--- src/rtl/debug_unit_mips.sv ---
// -----------------------------------------------------------------------------
// debug_unit_mips
//   Debug controller that sits between the external debug host (UART side) and
//   the MIPS pipeline top. It gates the pipeline through a clock enable, runs
//   RUN / STEP / STEPN commands, drains the pipeline after a halt, counts
//   enabled cycles and streams a snapshot of all inter-stage latches as a
//   sequence of NB_OUT-bit words over a valid/ready handshake.
//
// Ports
//   i_clk, i_rst        : clock, synchronous active-low reset
//   i_cmd_valid, i_cmd  : command strobe and code (00 NOP, 01 RUN, 10 STEP,
//                         11 STEPN)
//   i_step_count        : cycle count for STEPN
//   o_cmd_ready         : high only while idle
//   i_halt              : halt flag from the fetch stage
//   i_snapshot          : concatenated IF/ID, ID/EX, EX/MEM, MEM/WB latches
//   o_clk_en            : pipeline clock enable
//   o_cycle_count       : number of enabled cycles (wraps)
//   o_halted            : program halted, only reset leaves this state
//   o_data, o_data_valid, o_data_last, i_data_ready : snapshot word stream
// -----------------------------------------------------------------------------
module debug_unit_mips #(
  parameter int LEN        = 32,
  parameter int NB_SNAP    = 453,
  parameter int NB_OUT     = 8,
  parameter int HALT_DRAIN = 4
) (
  input  logic               i_clk,
  input  logic               i_rst,
  input  logic               i_cmd_valid,
  input  logic [1:0]         i_cmd,
  input  logic [LEN-1:0]     i_step_count,
  output logic               o_cmd_ready,
  input  logic               i_halt,
  input  logic [NB_SNAP-1:0] i_snapshot,
  output logic               o_clk_en,
  output logic [LEN-1:0]     o_cycle_count,
  output logic               o_halted,
  output logic [NB_OUT-1:0]  o_data,
  output logic               o_data_valid,
  output logic               o_data_last,
  input  logic               i_data_ready
);

  localparam int NW     = (NB_SNAP + NB_OUT - 1) / NB_OUT;  // words per dump
  localparam int NB_PAD = NW * NB_OUT;                      // padded snapshot
  localparam int IDX_W  = $clog2(NW + 1);
  localparam int DW     = (HALT_DRAIN < 1) ? 1 : $clog2(HALT_DRAIN + 1);

  localparam logic [1:0] CMD_RUN   = 2'b01;
  localparam logic [1:0] CMD_STEP  = 2'b10;
  localparam logic [1:0] CMD_STEPN = 2'b11;

  typedef enum logic [2:0] {
    S_IDLE,
    S_RUN,
    S_STEP,
    S_DRAIN,
    S_DUMP,
    S_HALTED
  } state_t;

  state_t             state_q;
  logic [LEN-1:0]     cycle_q;
  logic [LEN-1:0]     remaining_q;
  logic [DW-1:0]      drain_q;
  logic [NB_PAD-1:0]  snap_q;
  logic [IDX_W-1:0]   word_q;
  logic               valid_q;
  logic               ret_halted_q;

  logic               clk_en;
  logic               xfer;
  logic               last_word;
  logic [NB_PAD-1:0]  snap_pad_d;
  logic               dump_start_d;
  logic               dump_to_halt_d;

  assign clk_en     = (state_q == S_RUN) || (state_q == S_STEP) || (state_q == S_DRAIN);
  assign xfer       = valid_q && i_data_ready;
  assign last_word  = (word_q == IDX_W'(NW - 1));
  // Left-align the snapshot so the final partial word carries zero LSBs.
  assign snap_pad_d = NB_PAD'(i_snapshot) << (NB_PAD - NB_SNAP);

  // Decide whether this edge ends the last enabled cycle before a dump.
  // NOTE: both outputs get a default first so no path leaves them unassigned,
  // which would otherwise infer a latch.
  always_comb begin
    dump_start_d   = 1'b0;
    dump_to_halt_d = 1'b0;
    case (state_q)
      S_RUN: begin
        if (i_halt && HALT_DRAIN == 0) begin
          dump_start_d   = 1'b1;
          dump_to_halt_d = 1'b1;
        end
      end
      S_STEP: begin
        // A halt sample wins over step completion, even on the last step.
        if (i_halt) begin
          if (HALT_DRAIN == 0) begin
            dump_start_d   = 1'b1;
            dump_to_halt_d = 1'b1;
          end
        end else if (remaining_q == LEN'(1)) begin
          dump_start_d = 1'b1;
        end
      end
      S_DRAIN: begin
        if (drain_q <= DW'(1)) begin
          dump_start_d   = 1'b1;
          dump_to_halt_d = 1'b1;
        end
      end
      default: ;
    endcase
  end

  // NOTE: all sequential state uses non-blocking assignments so every
  // register samples the pre-edge values of the others.
  always_ff @(posedge i_clk) begin
    if (!i_rst) begin
      state_q      <= S_IDLE;
      cycle_q      <= '0;
      remaining_q  <= '0;
      drain_q      <= '0;
      // NOTE: the wide snapshot register is reset too, because it drives
      // o_data directly and o_data must read zero after reset.
      snap_q       <= '0;
      word_q       <= '0;
      valid_q      <= 1'b0;
      ret_halted_q <= 1'b0;
    end else begin
      if (clk_en) begin
        cycle_q <= cycle_q + LEN'(1);
      end

      if (dump_start_d) begin
        state_q      <= S_DUMP;
        ret_halted_q <= dump_to_halt_d;
        snap_q       <= snap_pad_d;
        word_q       <= '0;
        valid_q      <= 1'b1;
      end else begin
        case (state_q)
          S_IDLE: begin
            if (i_cmd_valid) begin
              case (i_cmd)
                CMD_RUN: state_q <= S_RUN;
                CMD_STEP: begin
                  remaining_q <= LEN'(1);
                  state_q     <= S_STEP;
                end
                CMD_STEPN: begin
                  if (i_step_count != '0) begin
                    remaining_q <= i_step_count;
                    state_q     <= S_STEP;
                  end
                end
                default: ;
              endcase
            end
          end
          S_RUN: begin
            if (i_halt) begin
              drain_q <= DW'(HALT_DRAIN);
              state_q <= S_DRAIN;
            end
          end
          S_STEP: begin
            if (i_halt) begin
              drain_q <= DW'(HALT_DRAIN);
              state_q <= S_DRAIN;
            end else begin
              remaining_q <= remaining_q - LEN'(1);
            end
          end
          S_DRAIN: drain_q <= drain_q - DW'(1);
          S_DUMP: begin
            if (xfer) begin
              if (last_word) begin
                valid_q <= 1'b0;
                state_q <= ret_halted_q ? S_HALTED : S_IDLE;
              end else begin
                word_q <= word_q + IDX_W'(1);
                snap_q <= snap_q << NB_OUT;
              end
            end
          end
          default: ;  // S_HALTED: only reset leaves
        endcase
      end
    end
  end

  assign o_cmd_ready   = (state_q == S_IDLE);
  assign o_halted      = (state_q == S_HALTED);
  assign o_clk_en      = clk_en;
  assign o_cycle_count = cycle_q;
  assign o_data        = snap_q[NB_PAD-1 -: NB_OUT];
  assign o_data_valid  = valid_q;
  assign o_data_last   = valid_q && last_word;

endmodule

--- config.mk ---
export PLATFORM = sky130hd
export DESIGN_NAME = debug_unit_mips
export DESIGN_NICKNAME = d
export VERILOG_FILES = /design/src/rtl/debug_unit_mips.sv
export SDC_FILE = /design/constraint.sdc
export NUM_CORES = 1
export LEC_CHECK = 0
export ABC_AREA = 1
export CAP_MARGIN = 20
export CORE_ASPECT_RATIO = 1.5
export CORE_UTILIZATION = 53
export CTS_CLUSTER_DIAMETER = 120
export DETAILED_ROUTE_END_ITERATION = 7
export PLACE_DENSITY_LB_ADDON = 0.08
export SLEW_MARGIN = 0
export SYNTH_ARGS = -nofsm -noshare
export SYNTH_HDL_FRONTEND = slang
export SYNTH_SLANG_ARGS = --single-unit
--- constraint.sdc ---
create_clock -name i_clk -period 2.1 [get_ports i_clk]
set_input_delay 0.42 -clock i_clk [delete_from_list [all_inputs] [get_ports i_clk]]
set_output_delay 0.42 -clock i_clk [all_outputs]
set_load 0.05 [all_outputs]
[Word level (Yosys, flattened, before mapping)]
Index checks and enable logic that the tools add are counted.
Storage, ports and cells
  register bits after elaboration: 531
  bits of input ports: 492
  output and inout port bits: 45
  word-level logic and storage cells: 93
Cells by class
  add/sub/neg operators: 4
  order comparisons: 1
  eq/ne operators: 25
  multiplexer cells: 29
  bitwise operators: 3
  reduce and logical (&&, ||, !) cells: 22
Operators with widths (number)
  two-way mux 456 bit: 4
  one-hot mux 32 bit (2 select lines): 2
  two-way mux 32 bit: 3
  adder 32 x 1 -> 32 bit (second input constant): 1
  equality test 32 x 1 -> 1 bit (second input constant): 1
  nonzero test 32 bit: 1
  subtractor 32 x 1 -> 32 bit (second input constant): 1
  two-way mux 3 bit: 8
  one-hot mux 3 bit (3 select lines): 2
  AND reduction 7 bit: 2
  AND reduction 3 bit: 4
  nonzero test 2 bit: 5
  inequality test 3 bit (second input constant): 3
  two-way mux 1 bit: 8
  inequality test 2 bit (second input constant): 4
  adder 6 x 1 -> 6 bit (second input constant): 1
  equality test 3 x 2 -> 1 bit (second input constant): 2
  equality test 3 bit (second input constant): 2
  equality test 6 bit (second input constant): 1
  inequality test 3 x 1 -> 1 bit (second input constant): 2
  one-hot mux 3 bit (2 select lines): 1
  AND reduction 6 bit: 1
  inequality test 5 x 1 -> 1 bit (second input constant): 1
  equality test 2 bit (second input constant): 2
  16 further kinds: 22

[Longest topological paths before layout]
Gate-level depths: netlist of the first run.
  word-level depth: 6
  mapped depth: 14
  mapped depth without buffers: 12

[Least setup slack after synthesis of the first run]
Ideal clock, no wire load.
  path kind: reg2reg
  start point: register cycle_q[0], in the netlist o_cycle_count[0]
  end point: register cycle_q[22], in the netlist o_cycle_count[22]
  setup time: 0.128 ns
  arrival: 1.884 ns
  required time: 1.972 ns
  setup slack: 0.088 ns
  stages on the path, launching flop included: 11
  path buffers: 0
  period minus slack after synthesis: 2.012 ns
  cells stage by stage: dfxtp_1 ha_1 nand2_1 nor2_1 nand3_1 nor3_1 nand3_1 nor2_1 nand2_1 nand2_1 nor2_1
On the way
  cells in the longest elaborated chain, start to end: 1
Ends and longest elaborated chain
  start, declared: RTL line 64  | logic [LEN-1:0] cycle_q;
  start signal, assigned: RTL line 135  | cycle_q <= cycle_q + LEN'(1);
  adder 32 x 1 -> 32 bit: RTL line 135
No other way between the ends.
A chain may end at the register's enable or synchronous reset.

[Final worst setup path of the first run]
  start point: register remaining_q[27]
  end point: register snap_q[244]
On the way
  cells in the longest elaborated chain, start to end: 6
  elaborated cells between the ends (all ways): 9
  those cells by class: eq/ne: 2; mux: 4; reduce/logical: 3
Ends and longest elaborated chain
  start, declared: RTL line 65  | logic [LEN-1:0] remaining_q;
  start signal, assigned: RTL line 156  | remaining_q <= i_step_count;
  start signal, assigned: RTL line 175  | remaining_q <= remaining_q - LEN'(1);
  equality test 32 x 1 -> 1 bit *: RTL line 105  | end else if (remaining_q == LEN'(1)) begin
  two-way mux 1 bit *: RTL line 105
  two-way mux 1 bit *: RTL line 100  | if (i_halt) begin
  one-hot mux 1 bit (2 select lines) *: RTL line 91  | case (state_q)
  inequality test 2 x 1 -> 1 bit (no source line) or nonzero test 2 bit (tied branches)
  AND reduction 3 bit (no source line)
  end signal, assigned: RTL line 141  | snap_q <= snap_pad_d;
  end signal, assigned: RTL line 186  | snap_q <= snap_q << NB_OUT;
  end, declared: RTL line 67  | logic [NB_PAD-1:0] snap_q;
Every way passes the cells marked *; elsewhere a longest branch is shown, timed or not.

==> results of run 1 <==
final cells by class:
cell class | instances | area (sq um)
sequential | 531 | 10600
clock buffer | 78 | 1540
inverter | 498 | 1880
fill | 4418 | 13400
timing repair buffer | 792 | 8410
clock inverter | 14 | 161
antenna | 11 | 27.5
multi-input combinational | 3467 | 14000
tap | 669 | 837
per-stage QoR:
step | setup WS (ns) | cell area, sq um
after floorplan | 0.0881 | 27400
after global placement | -0.380 | 34900
after detailed placement | -0.413 | 34900
after CTS | 0.00569 | 36700
after global routing | -0.0983 | 37500
final | 0.0178 | 37500
power groups by stage:
stage,Clock [mW],Combinational [mW],Sequential [mW]
floorplan,0,5.74,12.1
global placement,0,9.17,12.2
detailed placement,0,9.30,12.2
CTS,9.65,9.41,12.0
global route,9.96,11.2,12.2
finish,9.52,10.0,12.0
state kept, by name, indices dropped and copies added, names as in the netlist:
register       cells
o_data_valid       1
state_q            3
drain_q            3
ret_halted_q       1
word_q             6
remaining_q       32
snap_q           453
o_cycle_count     32
tightest hold or removal path: cells and delay by family:
family | cells | cell delay, ns
buffers and inverters | 1 | 0.21
and+or+nand+nor | 1 | 0.10
AOI/OAI and AO/OA | 1 | 0.03
layout by cell type (no fill, tap or decap), types with 14 or more instances in the layout:
cell and n:
clkbuf_1 14, buf_4 160, a21oi_1 68, nor2_1 1398
clkdlybuf4s50_1 490, nand2_1 1643, buf_12 67, nand3_1 78
inv_1 489, dfxtp_1 523, buf_6 15, o21ai_0 104
clkbuf_16 66, nor3_1 18, nand4_1 25, dlygate4sd2_1 39
nor2_4 22, o21ai_1 16, nor2_2 35
per-layer routing:
layer	up-vias	global-route usage [%]
met4	24	16.7
met5	-	0
met2	894	55.1
met1	12946	35.3
met3	254	5.23
li1	15210	-
what timing repair did:
item / in CTS / in global routing
setup endpoints to repair: 211 / 446
gates cloned: 0 / 12
resized for setup: 60 / 117
setup buffers: 5 / 18
pin swaps: 7 / 100
hold endpoints to repair: 0 / 0
worst paths after layout:
| kind | start | end | slack (ns) | cells past startpoint |
|---|---|---|---|---|
| hold reg to reg | snap_q[390] | snap_q[390] | 0.48 | 2 |
| setup reg to reg | remaining_q[27] | snap_q[244] | 0.02 | 14 |
| hold / removal | i_rst | snap_q[13] | 0.24 | 3 |
| setup / recovery | remaining_q[27] | snap_q[244] | 0.02 | 14 |
logic make-up (layout without fill, tap and decap cells):
| kind of cell | count (synthesis) | count (layout) |
|---|---|---|
| simple gates | 3245 | 3245 |
| buf+inv | 742 | 1382 |
| flops | 531 | 531 |
| compound gates | 201 | 201 |
| xor+xnor | 11 | 11 |
| fa+ha+maj | 10 | 10 |
| other cells | 0 | 11 |
==> summary.md, run 1 <==
| Metric | Value |
|---|---|
| Drt pass-1 iters | 6 |
| Final period utilization | slightly below 100% |
| Starting density of the core | a little over half |
| CP Launch Type | flip-flop |
| Worst-path cell chain | nor2_1 > nand2_1 > inv_1 > nand2_1 > nor2_2 > nand3_4 > buf_12 > nand3_4 > buf_12 > buf_12 > clkbuf_16 > nor2_2 > nor2_1 > nor2_1 |
| Met3 WL | about 5400 um |
| FMAX | approximately 480 MHz |
| Peak supply drop | just under 0.9 mV |
| Area growth syn-to-layout | 36.8% |
| Largest family of logic cells by synthesized area | simple AND/OR/NAND/NOR gates |
| Number of flops mapped to enable cells by yosys | 0 |
| Antenna-violating nets left | 0 |
| Ys Warns | 0 |
| CTS Buffer Depth | 3 |
| Seq/Total Area, Yosys | a little under 40% |
| Core area | approximately 51000 sq um |
| Root buffer cell | clkbuf_16 |
| Mux cell area share after synthesis | 0% |
| Switching power | between 10 and 15 mW |
| CP Capture Type | flip-flop |
| Clk slew on worst S/H paths | 0.06 ns |
| CP top delay family | simple AND/OR/NAND/NOR gates |
| Clock buffer count from CTS | 52 |
| IO Pins | roughly 540 |
| Cell Int Power | ~21 mW |
| Slowest CP cell | dfxtp_1 |
| First-pass GRT wire length | about 130000 um |
| Post-synthesis simple-gate area fraction | a little under half |
| DRT Wirelength | 86000 um |
| Switch share | between 30 and 40% |
| Worst Path Required | ~2.6 ns |
| Vias in the first global route | about 27000 |
| CP Max Fanout | 7 |
| Final Skew | around 0.014 ns |
| Clock share of power | approximately 30% |
| Pin count of the biggest net entering global routing | a little under 90 |
| Cell variety after synth | 38 |
| Metal-1 WL | roughly 33000 um |
| Vias per cell | approximately 4.8 |
| CP Class | reg2reg |
| Count of hold-fix buffers inserted at cts | 0 |
| Placed cells | ~6000 |
| Gr ovfl total | 0 |
| Reg power frac | between 30% and 40% |
| Top-count cell post-synth | nand2_1 |
| Util after Layout | about three quarters |
| Total number of vias | just under 30000 |
| TritonCTS clock tree | built |
| Post-DP HPWL | a little over 60000 um |
| Share of cells above drive strength 1 | 8.03% |
| Yosys reg bits | between 500 and 600 |
| Time the worst path needs with I/O delays and setup | around 2.1 ns |
| Die X | between 150 and 200 um |
| Synth async-reset ratio | 0% |
| Critical path arrival | 2.55 ns |
| Die ar. | approximately 53000 sq um |
| DIE HEIGHT | around 280 um |
| Setup TNS | 0 ns |
| Worst Tran Pin Value | 0.576 ns |
| Crit path largest cell delay | 0.35 ns |
| DRC viols | 0 |
| Top Metal Used | met5 |
| Power per standard cell area | about 840 nW/um^2 |
| Adder-Cell Fraction of Synth Area | 0.456% |
| Mean Syn Cell Area | a little under 6 sq um |
| HP Class | in2reg |
| Worst slew margin | about three fifths |
| Iter 0 DRT Violations | around 1800 |
| CTS Sinks | 531 |
| Unrepaired setup endpoints after global routing | true |
| Area share of the leading cell type in the synthesized netlist | ~39% |
| WL met2 | between 40000 and 50000 um |
| Setup violators final | 0 |
| Mapped Area | 27400 sq um |
| P_leak | 17.4 nW |
| Non-Filler Instances | a little over 6000 |
| XOR/XNOR Fraction of Synth Area | less than 1% |
| Hold Slack | about 0.24 ns |
| Compound-Gate Fraction of Synth Area | under 10% |
| Cell count after synthesis | 4740 |
| Max Cap Viol | 0 |
| CP Buf/Inv Count | 5 |
| Top cells by count, synth | 1647 x nand2_1, 1451 x nor2_1, 531 x dfxtp_1 |
| H-tree depth | 2 |
| Final Net Count | slightly below 6000 |
| Post-synth net total | roughly 5200 |
| Tot GR Track Use | roughly 31% |
| Hold Vio Cnt, Final | 0 |
| Status | finished, final reports clean |
| Initial antenna violation count | 23 |
| Average wire per standard cell | around 14 um |
| Final Max Tran Viols | 0 |
| Ys flop type | dfxtp_1 |
| Synth top area cells | dfxtp_1 39%, nand2_1 23%, nor2_1 20%, inv_1 6.8%, buf_2 2.0% |
| Gpl congestion | around 0.97 |
| Largest area contributor in the netlist | dfxtp_1 |
| Worst skew pair latency | 0.59 ns |
| Tot Pwr | roughly 32 mW |
| Gate power share | roughly a third |
| PortBufs | between 500 and 600 |
| # rows | about 100 |
Power figures use the tool's default switching activity.
==> inputs of run 2 (changes only) <==
Settings changed: ABC_AREA 1 to default, CORE_UTILIZATION 53 to 50, TNS_END_PERCENT from default to 10.
==> summary.md, run 2 <==
| Metric | Value |
|---|---|
| CP Launch Type | flip-flop |
| Drt pass-1 iters | 6 |
| Worst Path Required | about 2.6 ns |
| Clock buffer count from CTS | 49 |
| DRT Wirelength | around 80000 um |
| Power per standard cell area | roughly 840 nW/um^2 |
| Dpl ws | -0.607 ns |
| Status | finished, violations left |
| R2R depth | 9 |
| Top cells by count, synth | 592 x nand2_1, 531 x dfxtp_1, 412 x a21oi_1 |
| Area share of the leading cell type in the synthesized netlist | a little under half |
| Time the worst path needs with I/O delays and setup | about 2.5 ns |
| # rows | 94 |
| Vias in the first global route | about 22000 |
| H-tree depth | 2 |
| CTS Buffer Depth | 3 |
| CP Max Fanout | 11 |
| Largest area contributor in the netlist | dfxtp_1 |
| Max reg flops | around 450 |
| Tot GR Track Use | between 30% and 40% |
| Pin count of the biggest net entering global routing | 87 |
| Crit path largest cell delay | about 0.56 ns |
| Crit path top cell by count | buf_6 |
| Starting density of the core | just over 50% |
| Final Max Tran Viols | 0 |
| PortBufs | roughly 540 |
| IO Pins | roughly 540 |
| Clk slew on worst S/H paths | about 0.070 ns |
| Ys flop type | dfxtp_1 |
| Worst slew margin | between 60% and 70% |
| DRC viols | 0 |
| Mean Syn Cell Area | around 8 sq um |
| Gr ovfl total | 0 |
| Peak supply drop | ~0.67 mV |
| Worst-path cell chain | or4_4 > or3_4 > buf_6 > nor4_4 > buf_6 > nor2_4 > buf_12 > buf_16 > a311oi_1 |
| Yosys reg bits | ~530 |
| Die X | between 150 and 200 um |
| Total number of vias | ~23000 |
| Area growth syn-to-layout | 45.6% |
| Initial antenna violation count | 22 |
| Post-synth net total | between 3000 and 4000 |
| Final period utilization | 118% |
| First-pass GRT wire length | 115000 um |
| HP Class | in2reg |
| Critical path arrival | about 2.9 ns |
| Worst Tran Pin Value | ~0.6 ns |
| Final Skew | roughly 0.021 ns |
| Slowest CP cell | or4_4 |
| # fillers | roughly 3300 |
| Unrepaired setup endpoints after global routing | true |
| CP Launch Point | remaining_q[5] |
| CP Capture Type | flip-flop |
| RR Endpoint | snap_q[330] |
| TritonCTS clock tree | built |
| Average wire per standard cell | between 20 and 25 um |
| Reg with most FFs | snap_q |
| CTS Sinks | 531 |
| Share of cells above drive strength 1 | about an eighth |
| FMAX | between 400 and 500 MHz |
| Max Cap Viol | 0 |
| Cell Area, Placed | between 20000 and 30000 sq um |
| Die ar. | around 45000 sq um |
| Core area | ~44000 sq um |
| DIE HEIGHT | 260 um |
| Synth async-reset ratio | 0% |
| Mapped Area | around 22000 sq um |
| Reg2Reg Setup Slack | -0.38 ns |
| Post-DP HPWL | ~53000 um |
| Setup violators final | 545 |
| Number of flops mapped to enable cells by yosys | 0 |
| Vias per cell | about 6 |
| Top-count cell post-synth | nand2_1 |
| Synth top area cells | dfxtp_1 48%, a22oi_1 12%, nand2_1 10%, a21oi_1 9.3%, a311oi_1 3.5% |
| Ys Warns | 0 |
| Worst setup margin | -0.383 ns |
| Worst skew pair latency | 0.57 ns |
| CP Class | reg2reg |
| Worst setup endpoint | snap_q[330] |
| Seq/Total Area, Yosys | between 40% and 50% |
| Design Area, Final | 32300 sq um |
| Antenna-violating nets left | 0 |
| Gpl congestion | 0.899 |
| Commonest non-fill, non-tap cell in the layout | nand2_1 |
| Root buffer cell | clkbuf_16 |
| Violated checks | negative setup slack |
| Worst Hold Launch | i_snapshot[5] |
| Cell variety after synth | 56 |
| Reg2reg start | remaining_q[5] |
| Iter 0 DRT Violations | between 1500 and 2000 |
| Cell count after synthesis | around 2700 |
| Final Net Count | 3767 |
| Hold Vio Cnt, Final | 0 |
| P_leak | ~11 nW |
| Highest-count cells in the layout ignoring fill and taps | 590 x nand2_1, 527 x clkdlybuf4s50_1, 522 x dfxtp_1 |
run 2: cell types whose count changed in the layout (fill, tap and decap cells not counted), moves of 21 or more:
cell	before	now
a311oi_1	0	66
nand2_1	1643	590
inv_1	489	14
a22oi_1	1	363
nor2_2	35	9
dlygate4sd2_1	39	0
a21oi_1	68	401
nand3_1	78	31
nor2_1	1398	144
a311oi_2	0	21
o21ai_0	104	32
clkdlybuf4s50_1	490	527
run 2: worst min path at each step:
| stage | endpoint | cells after the start |
|---|---|---|
| after floorplan | snap_q[100] | 2 |
| after global placement | snap_q[238] | 2 |
| after detailed placement | snap_q[137] | 2 |
| after CTS | snap_q[8] | 3 |
| after global routing | snap_q[8] | 3 |
| final | snap_q[8] | 3 |
run 2: area by class of cell:
class / instances / area (sq um) / area share, %
Inverter: 17 / 71.3 / 0.221
Sequential cell: 531 / 10600 / 33.0
Clock buffer: 71 / 1480 / 4.59
Tap cell: 576 / 721 / 2.23
Timing Repair Buffer: 772 / 8220 / 25.5
Clock inverter: 18 / 277 / 0.857
Antenna cell: 20 / 50.0 / 0.155
Multi-Input combinational cell: 1894 / 10800 / 33.5
run 2: power by group:
part           switching, mW  internal, mW
logic                   3.12          3.25
registers              0.378          10.7
clock network           3.89          5.75
total                   7.39          19.7
run 2: kinds of logic (layout without fill, tap and decap cells):
kind of cell	after synthesis	after routing	share of synthesized area, %
and+or+nand+nor	898	901	16.7
muxes	2	2	0.0903
other	0	20	0
DFF	531	531	48.0
buffers and inverters	269	878	5.55
AOI/OAI and AO/OA	940	940	27.5
adders and majority gates	10	10	0.565
xor gates and xnor gates	41	41	1.62
run 2: metrics by stage:
stage / TNS, ns / instances / power (mW) / hold slack (ns) / utilization [%]
global route: -187.37 / 3897 / 28.0 / 0.398 / 73.7
CTS: -151.26 / 3866 / 26.9 / 0.382 / 72.7
detailed placement: -238.55 / 3756 / 17.0 / 0.446 / 67.3
finish: -150.93 / 3899 / 27.1 / 0.413 / 73.8
floorplan: -65.42 / 2691 / 14.1 / 0.436 / -
global placement: -229.74 / 3756 / 16.9 / 0.441 / 67.3
run 2: repair_timing:
item                                    CTS  global route
hold buffers                              0             0
cloned                                   10             8
endpoints found under the setup margin  545           561
pin swaps                                14            13
setup buffers                            11             7
resized for setup                        53            55
endpoints found under the hold margin     0             0
run 2: critical path, delay by kind of cell, from the launching register on:
family	cells	cell delay (ns)
compound gates	1	0.28
buf+inv	4	0.61
flops	1	0.32
simple gates	4	1.18
run 2: per-layer routing:
layer  vias up  routed length, um  global-route usage (%)
met1     10946              29800                    37.5
met5         -                 18                       0
met2       927              39200                    54.8
met3       195               5370                    5.41
met4         4               3820                    17.8
li1      10798                  -                       -
